### config.mk
export PLATFORM = sky130hd
export DESIGN_NAME = tm1638_frame_ctrl
export DESIGN_NICKNAME = d
export VERILOG_FILES = /design/src/rtl/tm1638_frame_ctrl.sv
export SDC_FILE = /design/constraint.sdc
export NUM_CORES = 1
export LEC_CHECK = 0
export CAP_MARGIN = 20
export CORE_AREA = 4 4 103 66
export CTS_BUF_LIST = sky130_fd_sc_hd__clkbuf_8 sky130_fd_sc_hd__clkbuf_16
export CTS_CLUSTER_DIAMETER = 200
export CTS_CLUSTER_SIZE = 20
export DETAILED_ROUTE_END_ITERATION = 6
export DIE_AREA = 0 0 107 70
export PLACE_DENSITY = 0.74
export SLEW_MARGIN = 0
export SYNTH_ARGS = -nofsm -noshare
export SYNTH_HDL_FRONTEND = slang
export SYNTH_SLANG_ARGS = --single-unit
### constraint.sdc
create_clock -name clk -period 5 [get_ports clk]
set_input_delay 1 -clock clk [delete_from_list [all_inputs] [get_ports clk]]
set_output_delay 1 -clock clk [all_outputs]
set_load 0.02 [all_outputs]
### src/rtl/tm1638_frame_ctrl.sv
`default_nettype none
// ============================================================================
// Module   : tm1638_frame_ctrl
// Brief    : Sends three BCD digits and a brightness level to a TM1638 as one
//            three-transaction serial frame (stb/sclk/dio, LSB first).
// Revision : 1.0
// ============================================================================
module tm1638_frame_ctrl #(
  parameter int CLK_DIV = 4
) (
  input  logic        clk,
  input  logic        rst,
  input  logic        start,
  input  logic [11:0] bcd_in,
  input  logic [2:0]  brightness,
  output logic        stb,
  output logic        sclk,
  output logic        dio,
  output logic        busy,
  output logic        done
);

  localparam int                 c_DIV_W     = $clog2(2 * CLK_DIV);
  localparam logic [c_DIV_W-1:0] c_HALF_LAST = c_DIV_W'(CLK_DIV - 1);
  localparam logic [c_DIV_W-1:0] c_GAP_LAST  = c_DIV_W'(2 * CLK_DIV - 1);
  localparam logic [7:0]         c_T1_CMD    = 8'h40;

  typedef enum logic [2:0] {
    S_IDLE       = 3'd0,
    S_SHIFT_LOW  = 3'd1,
    S_SHIFT_HIGH = 3'd2,
    S_GAP        = 3'd3,
    S_DONE       = 3'd4
  } state_t;

  state_t             r_state;
  logic [c_DIV_W-1:0] r_div;
  logic [2:0]         r_bit;
  logic [2:0]         r_byte;
  logic [1:0]         r_txn;
  logic [11:0]        r_bcd;
  logic [2:0]         r_bright;

  logic       w_last_bit;
  logic [2:0] w_nbit;
  logic [2:0] w_nbyte;
  logic [7:0] w_next_byte;
  logic [7:0] w_txn_first;

  function automatic logic [7:0] seg7(input logic [3:0] d);
    case (d)
      4'd0:    seg7 = 8'h3F;
      4'd1:    seg7 = 8'h06;
      4'd2:    seg7 = 8'h5B;
      4'd3:    seg7 = 8'h4F;
      4'd4:    seg7 = 8'h66;
      4'd5:    seg7 = 8'h6D;
      4'd6:    seg7 = 8'h7D;
      4'd7:    seg7 = 8'h07;
      4'd8:    seg7 = 8'h7F;
      4'd9:    seg7 = 8'h6F;
      default: seg7 = 8'h00;
    endcase
  endfunction

  // T1 = auto-increment write, T2 = address 0 + digit/LED pairs, T3 = display on
  function automatic logic [7:0] frame_byte(input logic [1:0]  txn,
                                            input logic [2:0]  idx,
                                            input logic [11:0] bcd,
                                            input logic [2:0]  br);
    frame_byte = 8'h00;
    case (txn)
      2'd0: frame_byte = c_T1_CMD;
      2'd1: begin
        case (idx)
          3'd0:    frame_byte = 8'hC0;
          3'd1:    frame_byte = seg7(bcd[11:8]);
          3'd3:    frame_byte = seg7(bcd[7:4]);
          3'd5:    frame_byte = seg7(bcd[3:0]);
          default: frame_byte = 8'h00;
        endcase
      end
      default: frame_byte = {5'b10001, br};
    endcase
  endfunction

  always_comb begin
    w_last_bit  = (r_bit == 3'd7) && (r_byte == ((r_txn == 2'd1) ? 3'd6 : 3'd0));
    w_nbit      = r_bit + 3'd1;
    w_nbyte     = (r_bit == 3'd7) ? (r_byte + 3'd1) : r_byte;
    w_next_byte = frame_byte(r_txn, w_nbyte, r_bcd, r_bright);
    w_txn_first = frame_byte(r_txn + 2'd1, 3'd0, r_bcd, r_bright);
  end

  always_ff @(posedge clk) begin
    if (rst) begin
      r_state  <= S_IDLE;
      r_div    <= '0;
      r_bit    <= '0;
      r_byte   <= '0;
      r_txn    <= '0;
      r_bcd    <= '0;
      r_bright <= '0;
      stb      <= 1'b1;
      sclk     <= 1'b1;
      dio      <= 1'b1;
      busy     <= 1'b0;
      done     <= 1'b0;
    end else begin
      done <= 1'b0;
      case (r_state)
        // DONE already has busy low, so a start there begins the next frame
        S_IDLE, S_DONE: begin
          r_state <= S_IDLE;
          if (start) begin
            r_state  <= S_SHIFT_LOW;
            r_bcd    <= bcd_in;
            r_bright <= brightness;
            r_div    <= '0;
            r_bit    <= '0;
            r_byte   <= '0;
            r_txn    <= '0;
            stb      <= 1'b0;
            sclk     <= 1'b0;
            dio      <= c_T1_CMD[0];
            busy     <= 1'b1;
          end
        end
        S_SHIFT_LOW: begin
          if (r_div == c_HALF_LAST) begin
            r_div   <= '0;
            sclk    <= 1'b1;
            r_state <= S_SHIFT_HIGH;
          end else begin
            r_div <= r_div + 1'b1;
          end
        end
        S_SHIFT_HIGH: begin
          if (r_div == c_HALF_LAST) begin
            r_div <= '0;
            if (w_last_bit) begin
              r_state <= S_GAP;
              stb     <= 1'b1;
              dio     <= 1'b1;
            end else begin
              r_bit   <= w_nbit;
              r_byte  <= w_nbyte;
              sclk    <= 1'b0;
              dio     <= w_next_byte[w_nbit];
              r_state <= S_SHIFT_LOW;
            end
          end else begin
            r_div <= r_div + 1'b1;
          end
        end
        S_GAP: begin
          if (r_div == c_GAP_LAST) begin
            r_div <= '0;
            if (r_txn == 2'd2) begin
              r_state <= S_DONE;
              done    <= 1'b1;
              busy    <= 1'b0;
            end else begin
              r_txn   <= r_txn + 2'd1;
              r_bit   <= '0;
              r_byte  <= '0;
              stb     <= 1'b0;
              sclk    <= 1'b0;
              dio     <= w_txn_first[0];
              r_state <= S_SHIFT_LOW;
            end
          end else begin
            r_div <= r_div + 1'b1;
          end
        end
        default: r_state <= S_IDLE;
      endcase
    end
  end

endmodule
`default_nettype wire
Word-level counts from Yosys, hierarchy flattened
Memory sizes are Yosys's and may differ from the RTL's. A register that Yosys moved wholly into a read port is not among the register bits.
Index checks and enable logic that the tools add are counted.

cells by class
  reductions and logical operators = 21
  bitwise gates (word level) = 2
  equality and inequality tests = 22
  muxes and demuxes = 56
  $add $sub $neg = 4
  order comparisons = 1

operators by type and width
  operator                                             number
  two-way mux 3 bit                                    15
  one-hot mux 8 bit (4 select lines)                   1
  one-hot mux 3 bit (3 select lines)                   3
  two-way mux 4 bit                                    6
  two-way mux 1 bit                                    18
  != test 2 bit, second input constant                 8
  one-hot mux 8 bit (2 select lines)                   1
  equality test 3 x 2 -> 1 bit, second input constant  4
  equality test 3 bit, second input constant           4
  one-hot mux 3 bit (4 select lines)                   1
  AND reduction 6 bit                                  2
  adder 3 x 1 -> 3 bit, second input constant          3
  two-way mux 2 bit                                    4
  AND reduction 4 bit                                  2
  AND reduction 7 bit                                  1
  equality test 3 x 1 -> 1 bit, second input constant  2
  logical NOT 3 bit                                    2
  one-hot mux 1 bit (3 select lines)                   2
  nonzero test 3 bit                                   2
  AND reduction 5 bit                                  1
  equality test 2 x 1 -> 1 bit, second input constant  2
  logical NOT 2 bit                                    2
  < comparator 3 x 4 -> 1 bit, second input constant   1
  one-hot mux 1 bit (2 select lines)                   2
  14 further kinds                                     17

storage, ports and cells
  ROM bits = 336
  output and inout bits = 5
  memories kept = 3
  register bits after elaboration = 34
  logic and storage cells = 121
  bits of input ports = 18

memories
  memory            words  width  rd ports  clocked after memory_dff  write ports  line  source
  (name not given)  16     7      1         1                         0            51    case (d)
  (name not given)  16     7      1         1                         0            51
  (name not given)  16     7      1         1                         0            51

Longest topological paths before layout
  depth after elaboration = 10
  depth in mapped cells = 10
  mapped depth without buffers = 9

Worst setup path after synthesis
OpenSTA, ideal clock, no wires.

  path kind = input to register
  from = input port start
  to = register with a tool-made name
  data required time = 4.864 ns
  stages = 9
  arrival = 2.644 ns
  path slack = 2.219 ns
  library setup time = 0.136 ns
  buffers on the path = 2
  path through = nor3b_1 -> buf_4 -> buf_1 -> nand2_1 -> a21oi_1 -> inv_1 -> ha_1 -> a21boi_0 -> o22ai_1

RTL lines
  element             line  source
  start: declaration  13    input logic start,

==> reports/results.tsv <==
metric	value	unit
outcome	finished, final reports clean	
crit_arrival	3370	ps
layout-drive-gt1-share	8.355	%
die-area	0.007490	mm^2
ys_ff_latch	55	
pin_count	23	
cts_tree	done	
cts_setup_buffers	0	
post-route-period-util	63.76	%
clock_sinks	55	
dp_slack	1470	ps
insertion_delay	310	ps
initial_core_util	53.27	%
critPathCaptureType	register	
synth_ff_type	dfxtp_1	
grt_pass1_wl	11150	um
cts_buffers	5	
drt-initial-drc-count	170	
fin_skew	12.99	ps
postSynthAreaPerCell	8.527	um^2
synth_cell_types	56	
dieWidth	107	um
grt-ovfl-total	0	
cp_max_fo	28	
cts_hold_buf	0	
leakagePower	1.356	nW
die_y	70	um
hold_path_class	register to register	
synthCells	368	
grt_max_degree	29	
antenna_found_initial	0	
path_class	input port to register	
period_needed	3188	ps
setup_slack	1812	ps
syn-cell-area	0.003138	mm^2
wl_per_cell	14.28	um
drv_cap	0	
area_growth_syn_to_layout	11.36	%
irDropWorstVdd	131.1	uV
grt_pass1_vias	2280	
slew_viol_final	0	
drc	0	
cp-start-kind	input port	
dp.final_hpwl	5026	um
finalWirelength	6667	um
ys_seq_area_share	35.09	%
worstPathRequired	5180	ps
synth_edf_count	0	
crit_chain	clkdlybuf4s50_1 -> buf_4 -> a21oi_1 -> inv_1 -> ha_1 -> a21boi_0 -> o22ai_1	
finalSetupTns	0	ps
rsz0062_at_grt	false	
grt_use_total	18.43	%
cts_max_level	2	
setup_violations	0	
clock_tree.buffer_depth	2	
finalHoldViolations	0	
rows	22	
synthesis.nets	414	
yosysWarnings	0	
fin_nets	428	
first_pass_iters	4	
p_per_area	255.7	mW/mm^2
total_power	0.0008935	W
cpPeakStageDelay	890	ps
fmax	313.7	MHz
core_area	0.005891	mm^2
slowest_stage	clkdlybuf4s50_1	
slew_headroom	38.26	%
root_buffer	clkbuf_8	
cts_resized	0	
diodes	0	
hold_ws	469.6	ps
path_clk_slew	100	ps
tightest_slew	923.3	ps
vias	2589	
io_buffers	22	
gp_congestion	0.9053	
synth_async_sr_flop_share	0	%
via_per_inst	5.544	
ant_nets	0	
## cells by family (layout without fill, tap and decap cells)
logic type / count (synthesis) / after routing / share of synthesized area [%]
flops: 55 / 55 / 35.09
fa+ha+maj: 28 / 28 / 11.16
mux: 19 / 19 / 6.699
simple gates: 112 / 112 / 17.82
xor+xnor: 5 / 5 / 1.395
buf+inv: 40 / 55 / 5.303
compound gates: 109 / 109 / 22.53
## per-layer routing
metal | global-route usage [%] | vias up | share of wire [%]
li1 | - | 1333 | -
met1 | 29.90 | 1184 | 53
met2 | 24.27 | 65 | 39
met3 | 3.324 | 7 | 6.5
met4 | 4.681 | 0 | 1.0
met5 | 0 | - | 0
## layout make-up
type | count | area, um^2
clock buffer | 5 | 68.82
clock inverter | 3 | 22.52
fill | 535 | 2396
inverter | 23 | 86.33
multi-input combinational | 273 | 1876
sequential | 55 | 1101
tap | 84 | 105.1
timing repair buffer | 24 | 235.2
## cells in the mapped netlist, types with 4 or more instances
library cell  instances  area share, %
ha_1                 28             11
a22oi_1               7            1.7
mux2_2                6            2.2
inv_1                20            2.4
nor2_1               36            4.3
or2_2                 4           0.80
mux2i_1              12            3.8
xnor2_1               4            1.1
o22ai_1              14            2.8
nand2_1              31            3.7
dfxtp_1              55             35
nand2b_1              7            1.4
clkbuf_1              8           0.96
a21o_1                4           0.96
nor2b_1               9            1.8
o21ai_0              22            3.5
a31oi_1               4           0.80
nor3_1                5           0.80
buf_2                 4           0.64
nand3_1               5           0.80
a21oi_1              27            4.3
## critical path: cells and delay by family
family,cells,cell delay [ps]
AO/OA/AOI/OAI,3,610
buffers and inverters,3,1490
adder cells (fa/ha/maj),1,250
## layout by cell type, fill, tap and decap left out, types with 3 or more instances in the layout
master           synthesis  final
a21oi_1                 27     27
a221oi_1                 3      3
dfxtp_1                 55     55
clkdlybuf4s50_1          0     22
a22oi_1                  7      7
nor2b_1                  9      9
xnor2_1                  4      4
a31oi_1                  4      4
ha_1                    28     28
o21ai_0                 22     22
a21boi_0                 3      3
mux2_2                   6      6
o22ai_1                 14     14
inv_1                   20     20
clkinv_1                 3      3
nor3_1                   5      5
a211oi_1                 3      3
clkbuf_8                 0      5
mux2i_1                 12     12
nor2_1                  36     36
o21ai_2                  3      3
or2_2                    4      4
a21o_1                   4      4
a211o_1                  3      3
nand2_1                 31     31
nand2b_1                 7      7
nand3_1                  5      5
## stage by stage
| stage | area, um^2 | instances | utilization (%) |
|---|---|---|---|
| global placement | 3403 | 459 | 57.77 |
| CTS | 3495 | 467 | 59.32 |
| finish | 3495 | 467 | 59.32 |
| detailed placement | 3403 | 459 | 57.77 |
| global route | 3495 | 467 | 59.32 |
| floorplan | 3138 | 368 | - |
## worst paths after layout
path,startpoint,to,slack [ps],cells after the start
max,rst,register,1810,7
min,r_bcd[0],r_bcd[0],470,2
max reg2reg,r_bit[0],dio,2030,9
min reg2reg,r_bcd[0],r_bcd[0],470,2
## report_power, final
group | internal [W] | switching [W]
Sequential | 0.000476 | 0.0000185
Combinational | 0.0000666 | 0.0000823
Clock | 0.000101 | 0.000150
No activity file was read; power rests on OpenSTA's default activity.
